$ cat src/rtl/instr_fetch.sv
// Fetch stage: owns the PC, fetches words over imem req/ack and hands them to the decoder via valid/ready.
// Define INSTR_FETCH_PREFETCH_EN to add a one-entry prefetch buffer for back-to-back issue.
module instr_fetch #(
  parameter int PC_W  = 4,
  parameter int OP_W  = 32,
  parameter int CNT_W = 16
) (
  input  logic             clk,
  input  logic             rst,
  input  logic             run,
  output logic             imem_req,
  output logic [PC_W-1:0]  imem_addr,
  input  logic             imem_ack,
  input  logic [OP_W-1:0]  imem_rdata,
  output logic [OP_W-1:0]  op,
  output logic             op_valid,
  input  logic             op_ready,
  input  logic [PC_W-1:0]  pc_in,
  input  logic             pc_we,
  output logic [PC_W-1:0]  pc,
  output logic [CNT_W-1:0] instr_count
);

  typedef enum logic [1:0] {IDLE, FETCH, HOLD} state_t;

  state_t           state, state_nx;
  logic [PC_W-1:0]  pc_nx, addr_nx, pc_inc, next_pc;
  logic [OP_W-1:0]  op_nx;
  logic             op_valid_nx, req_nx, consume;
  logic [CNT_W-1:0] cnt_nx;

`ifdef INSTR_FETCH_PREFETCH_EN
  logic [OP_W-1:0]  pf_data, pf_data_nx;
  logic [PC_W-1:0]  pf_pc, pf_pc_nx;
  logic             pf_valid, pf_valid_nx, squash, squash_nx;
`endif

  assign consume = op_valid & op_ready;
  assign pc_inc  = pc + 1'b1;
  assign next_pc = pc_we ? pc_in : pc_inc;

  always_comb begin
    // NOTE: every signal gets its hold value first so no path through the case infers a latch.
    state_nx    = state;
    pc_nx       = pc;
    op_nx       = op;
    op_valid_nx = op_valid;
    req_nx      = imem_req;
    addr_nx     = imem_addr;
    cnt_nx      = instr_count;
`ifdef INSTR_FETCH_PREFETCH_EN
    pf_data_nx  = pf_data;
    pf_pc_nx    = pf_pc;
    pf_valid_nx = pf_valid;
    squash_nx   = squash;
`endif

    if (consume && instr_count != '1) cnt_nx = instr_count + 1'b1;

    case (state)
      IDLE: begin
        if (run) begin
          state_nx = FETCH;
          req_nx   = 1'b1;
          addr_nx  = pc;
        end
      end

      FETCH: begin
        if (imem_ack) begin
`ifdef INSTR_FETCH_PREFETCH_EN
          if (squash) begin
            // Stale prefetch finally returned; now the jump target may be requested.
            squash_nx = 1'b0;
            req_nx    = run;
            addr_nx   = pc;
            state_nx  = run ? FETCH : IDLE;
          end else begin
            op_nx       = imem_rdata;
            op_valid_nx = 1'b1;
            req_nx      = run;
            addr_nx     = pc_inc;
            state_nx    = HOLD;
          end
`else
          op_nx       = imem_rdata;
          op_valid_nx = 1'b1;
          req_nx      = 1'b0;
          state_nx    = HOLD;
`endif
        end
      end

      HOLD: begin
`ifdef INSTR_FETCH_PREFETCH_EN
        if (consume) begin
          pf_valid_nx = 1'b0;
          if (pc_we) begin
            op_valid_nx = 1'b0;
            pc_nx       = pc_in;
            if (imem_req && !imem_ack) begin
              squash_nx = 1'b1;
              state_nx  = FETCH;
            end else begin
              req_nx   = run;
              addr_nx  = pc_in;
              state_nx = run ? FETCH : IDLE;
            end
          end else if (pf_valid) begin
            op_nx   = pf_data;
            pc_nx   = pf_pc;
            req_nx  = run;
            addr_nx = pf_pc + 1'b1;
          end else if (imem_req && imem_ack) begin
            // Prefetch lands on the consume cycle: bypass it straight into op.
            op_nx   = imem_rdata;
            pc_nx   = imem_addr;
            req_nx  = run;
            addr_nx = imem_addr + 1'b1;
          end else if (imem_req) begin
            op_valid_nx = 1'b0;
            pc_nx       = imem_addr;
            state_nx    = FETCH;
          end else begin
            op_valid_nx = 1'b0;
            pc_nx       = pc_inc;
            req_nx      = run;
            addr_nx     = pc_inc;
            state_nx    = run ? FETCH : IDLE;
          end
        end else if (imem_req && imem_ack) begin
          pf_data_nx  = imem_rdata;
          pf_pc_nx    = imem_addr;
          pf_valid_nx = 1'b1;
          req_nx      = 1'b0;
        end else if (!imem_req && !pf_valid && run) begin
          req_nx  = 1'b1;
          addr_nx = pc_inc;
        end
`else
        if (consume) begin
          op_valid_nx = 1'b0;
          pc_nx       = next_pc;
          req_nx      = run;
          addr_nx     = next_pc;
          state_nx    = run ? FETCH : IDLE;
        end
`endif
      end

      default: state_nx = IDLE;
    endcase
  end

  always_ff @(posedge clk) begin
    // NOTE: state registers use non-blocking assignments so every flop samples pre-edge values.
    if (rst) begin
      state       <= IDLE;
      pc          <= '0;
      op          <= '0;
      op_valid    <= 1'b0;
      imem_req    <= 1'b0;
      imem_addr   <= '0;
      instr_count <= '0;
    end else begin
      state       <= state_nx;
      pc          <= pc_nx;
      op          <= op_nx;
      op_valid    <= op_valid_nx;
      imem_req    <= req_nx;
      imem_addr   <= addr_nx;
      instr_count <= cnt_nx;
    end
  end

`ifdef INSTR_FETCH_PREFETCH_EN
  always_ff @(posedge clk) begin
    if (rst) begin
      pf_data  <= '0;
      pf_pc    <= '0;
      pf_valid <= 1'b0;
      squash   <= 1'b0;
    end else begin
      pf_data  <= pf_data_nx;
      pf_pc    <= pf_pc_nx;
      pf_valid <= pf_valid_nx;
      squash   <= squash_nx;
    end
  end
`endif

endmodule

$ cat config.mk
export PLATFORM = sky130hd
export DESIGN_NAME = instr_fetch
export DESIGN_NICKNAME = d
export VERILOG_FILES = /design/src/rtl/instr_fetch.sv
export SDC_FILE = /design/constraint.sdc
export NUM_CORES = 1
export LEC_CHECK = 0
export CAP_MARGIN = 10
export CORE_MARGIN = 2
export CORE_UTILIZATION = 43
export CTS_CLUSTER_DIAMETER = 30
export DETAILED_ROUTE_END_ITERATION = 8
export PLACE_DENSITY = 0.79
export SYNTH_ARGS = -nofsm -noshare
export SYNTH_HDL_FRONTEND = slang
export SYNTH_SLANG_ARGS = --single-unit
$ cat constraint.sdc
create_clock -name clk -period 1.9 [get_ports clk]
set_input_delay 0.38 -clock clk [delete_from_list [all_inputs] [get_ports clk]]
set_output_delay 0.38 -clock clk [all_outputs]
set_load 0.03 [all_outputs]
==> flow_summary.json <==
{
  "path_max_fanout": 6,
  "ir_drop_uv": 669,
  "clk_latency_ns": 0.33,
  "drt_wl_total_um": 6620,
  "area_growth_pct": 55.5,
  "startpoint_type": "flip-flop",
  "hold_viol": 0,
  "syn-cell-area_um2": 2550,
  "synth.most_common_cell": "nand2_1",
  "ys.flop_type": "dfxtp_1",
  "fin_crit_ns": 1.84,
  "clock-sinks": 60,
  "avgViaCountPerCell": 5.21,
  "power_w": 0.00298,
  "grt_util_met1": 0.237,
  "rsz0062_at_grt": "false",
  "fin_tns_setup_ns": 0,
  "critPathKind": "flip-flop to output pin",
  "start_util": 0.438,
  "fmax_mhz": 545,
  "clock-root-buffer": "clkbuf_8",
  "synthArstFlopShare": 0,
  "path_buf_inv": 1,
  "clock_path_buffers": 2,
  "antenna_found_initial": 0,
  "dr.pass1.iters": 5,
  "ctsHoldBuffers": 0,
  "fin_nets": 473,
  "num_vias": 2652,
  "grt_pass1_vias": 2463,
  "power.density_nw_per_um2": 752,
  "finClkSkew_ns": 0.00498,
  "wire_per_inst_um": 13.0,
  "track_usage": 0.212,
  "slew_violations": 0,
  "syn-instance-count": 318,
  "ant_nets": 0,
  "numPortBuffers": 99,
  "crit_required_ns": 1.52,
  "final_util": 0.681,
  "grt_max_degree": 34,
  "maxCapViolCount": 0,
  "grt_pass1_wl_um": 10700,
  "die_y_um": 81.0,
  "fin_crit_sh": 0.966,
  "boundaryPins": 100,
  "drc": 0,
  "use_met3": 0.0667,
  "antenna-diode-count": 0,
  "cts_buffers": 9,
  "synth_area_leaders": "dfxtp_1, nand2_1, a21oi_1, nor2_1, clkbuf_1",
  "yosysSeqAreaShare": 0.472,
  "max_slew_margin": 0.675,
  "yosys_warnings": 0,
  "ys_ff_latch": 60,
  "die_width_um": 81.0,
  "synth_area_per_cell_um2": 8.01,
  "critPathSlowestCell": "clkdlybuf4s50_1",
  "synthesis.nets": 362,
  "synth-edff-count": 0,
  "grt_overflow": 0,
  "hp-class": "flip-flop to flip-flop",
  "drive_above_1_share": 0.106,
  "yosys.area.top_type": "dfxtp_1",
  "die-area_um2": 6550,
  "top_usage_layer": "met2",
  "core_area_um2": 5820,
  "routabilityCongestion": 0.808,
  "synth_cell_type_count": 37,
  "worstPathArrival_ns": 1.46,
  "status": "completed",
  "slowest_delay_ns": 0.71,
  "leakagePower_nw": 1.55,
  "h-tree-depth": 3,
  "hpwl_um": 4660,
  "worst_slew_pin_slew_ns": 0.487,
  "path_clk_slew_ns": 0.07,
  "cp_cell_sequence": "clkdlybuf4s50_1",
  "synth_top_area_share": 0.472,
  "num_rows": 28,
  "setup_viol": 0,
  "cp-end-kind": "output pin",
  "grtUsageMet2": 0.366,
  "ys_top_cells_by_count": "nand2_1, dfxtp_1, a21oi_1",
  "critPathTopFamily": "buffers and inverters",
  "drtIter0Drc": 103,
  "holdWs_ns": 0.453,
  "cts_tree": "done"
}
sequential cells by signal, indices dropped and copies added, names as in the netlist:
| register | flops |
|---|---|
| op_valid | 1 |
| op | 32 |
| pc | 4 |
| state | 2 |
| imem_req | 1 |
| imem_addr | 4 |
| instr_count | 16 |
kinds of logic (layout without fill, tap and decap cells):
family | after synthesis | after routing | share of synthesized area
adders and majority gates | 2 | 2 | 0.00983
buffers and inverters | 19 | 135 | 0.0290
DFF | 60 | 60 | 0.472
muxes | 6 | 6 | 0.0256
and+or+nand+nor | 149 | 149 | 0.281
AOI/OAI and AO/OA | 82 | 82 | 0.183
power by group:
| part | internal (W) | total [W] | switching (W) | leakage [nW] |
|---|---|---|---|---|
| Clock | 0.000768 | 0.00125 | 0.000482 | 0.113 |
| Sequential | 0.00130 | 0.00133 | 0.0000270 | 0.486 |
| Combinational | 0.000197 | 0.000401 | 0.000203 | 0.954 |
layout make-up:
type	instances	area [µm²]
sequential	60	1200
tap	75	93.8
fill	503	1860
clock inverter	5	75.1
clock buffer	11	141
inverter	1	3.75
multi-input combinational	239	1270
timing repair buffer	118	1170
through the flow:
step	std cells	setup slack (ns)	instance area (µm²)
2_1_floorplan	318	0.0501	2550
3_3_place_gp	493	0.0171	3730
3_5_place_dp	493	-0.0608	3730
4_1_cts	509	0.00797	3940
5_1_grt	509	0.00595	3960
6_report	509	0.0645	3960
routing by layer:
layer / part of all wire / routed length (µm)
met3: 0.063 / 417
met5: 0 / 0
met1: 0.43 / 2840
met4: 0.019 / 123
met2: 0.49 / 3240
worst paths after layout:
kind | startpoint | end | slack [ns] | cells past startpoint
worst min register to register | op[11] | op[11] | 0.45 | 2
worst max register to register | instr_count[5] | instr_count[14] | 0.17 | 4
worst min-delay path | op[11] | op[11] | 0.45 | 2
worst max-delay path | instr_count[5] | instr_count[5] | 0.06 | 1
placed cells by master (no fill, tap or decap), types with 2 or more instances in the layout:
| master | count |
|---|---|
| nand3_1 | 8 |
| buf_12 | 2 |
| o21a_1 | 2 |
| bufinv_16 | 2 |
| nand2_1 | 81 |
| and2_1 | 2 |
| nor2b_1 | 7 |
| nor2_1 | 15 |
| and3_1 | 5 |
| nand4_2 | 2 |
| nor3_1 | 2 |
| clkinv_2 | 3 |
| nand2b_1 | 8 |
| ha_1 | 2 |
| mux2i_1 | 2 |
| or4_1 | 3 |
| dlymetal6s2s_1 | 7 |
| a311oi_1 | 3 |
| clkdlybuf4s50_1 | 91 |
| or3_1 | 7 |
| clkbuf_8 | 10 |
| a21oi_1 | 54 |
| dfxtp_1 | 60 |
| o31ai_1 | 3 |
| buf_4 | 17 |
| a211oi_1 | 4 |
| nand4_1 | 3 |
| mux2_2 | 4 |
| o21ai_0 | 10 |
what timing repair did:
item | CTS | global route
endpoints found under the setup margin | 0 | 7
gates resized for setup | 0 | 7
setup buffers | 0 | 0
No activity file was read; power rests on OpenSTA's default activity.
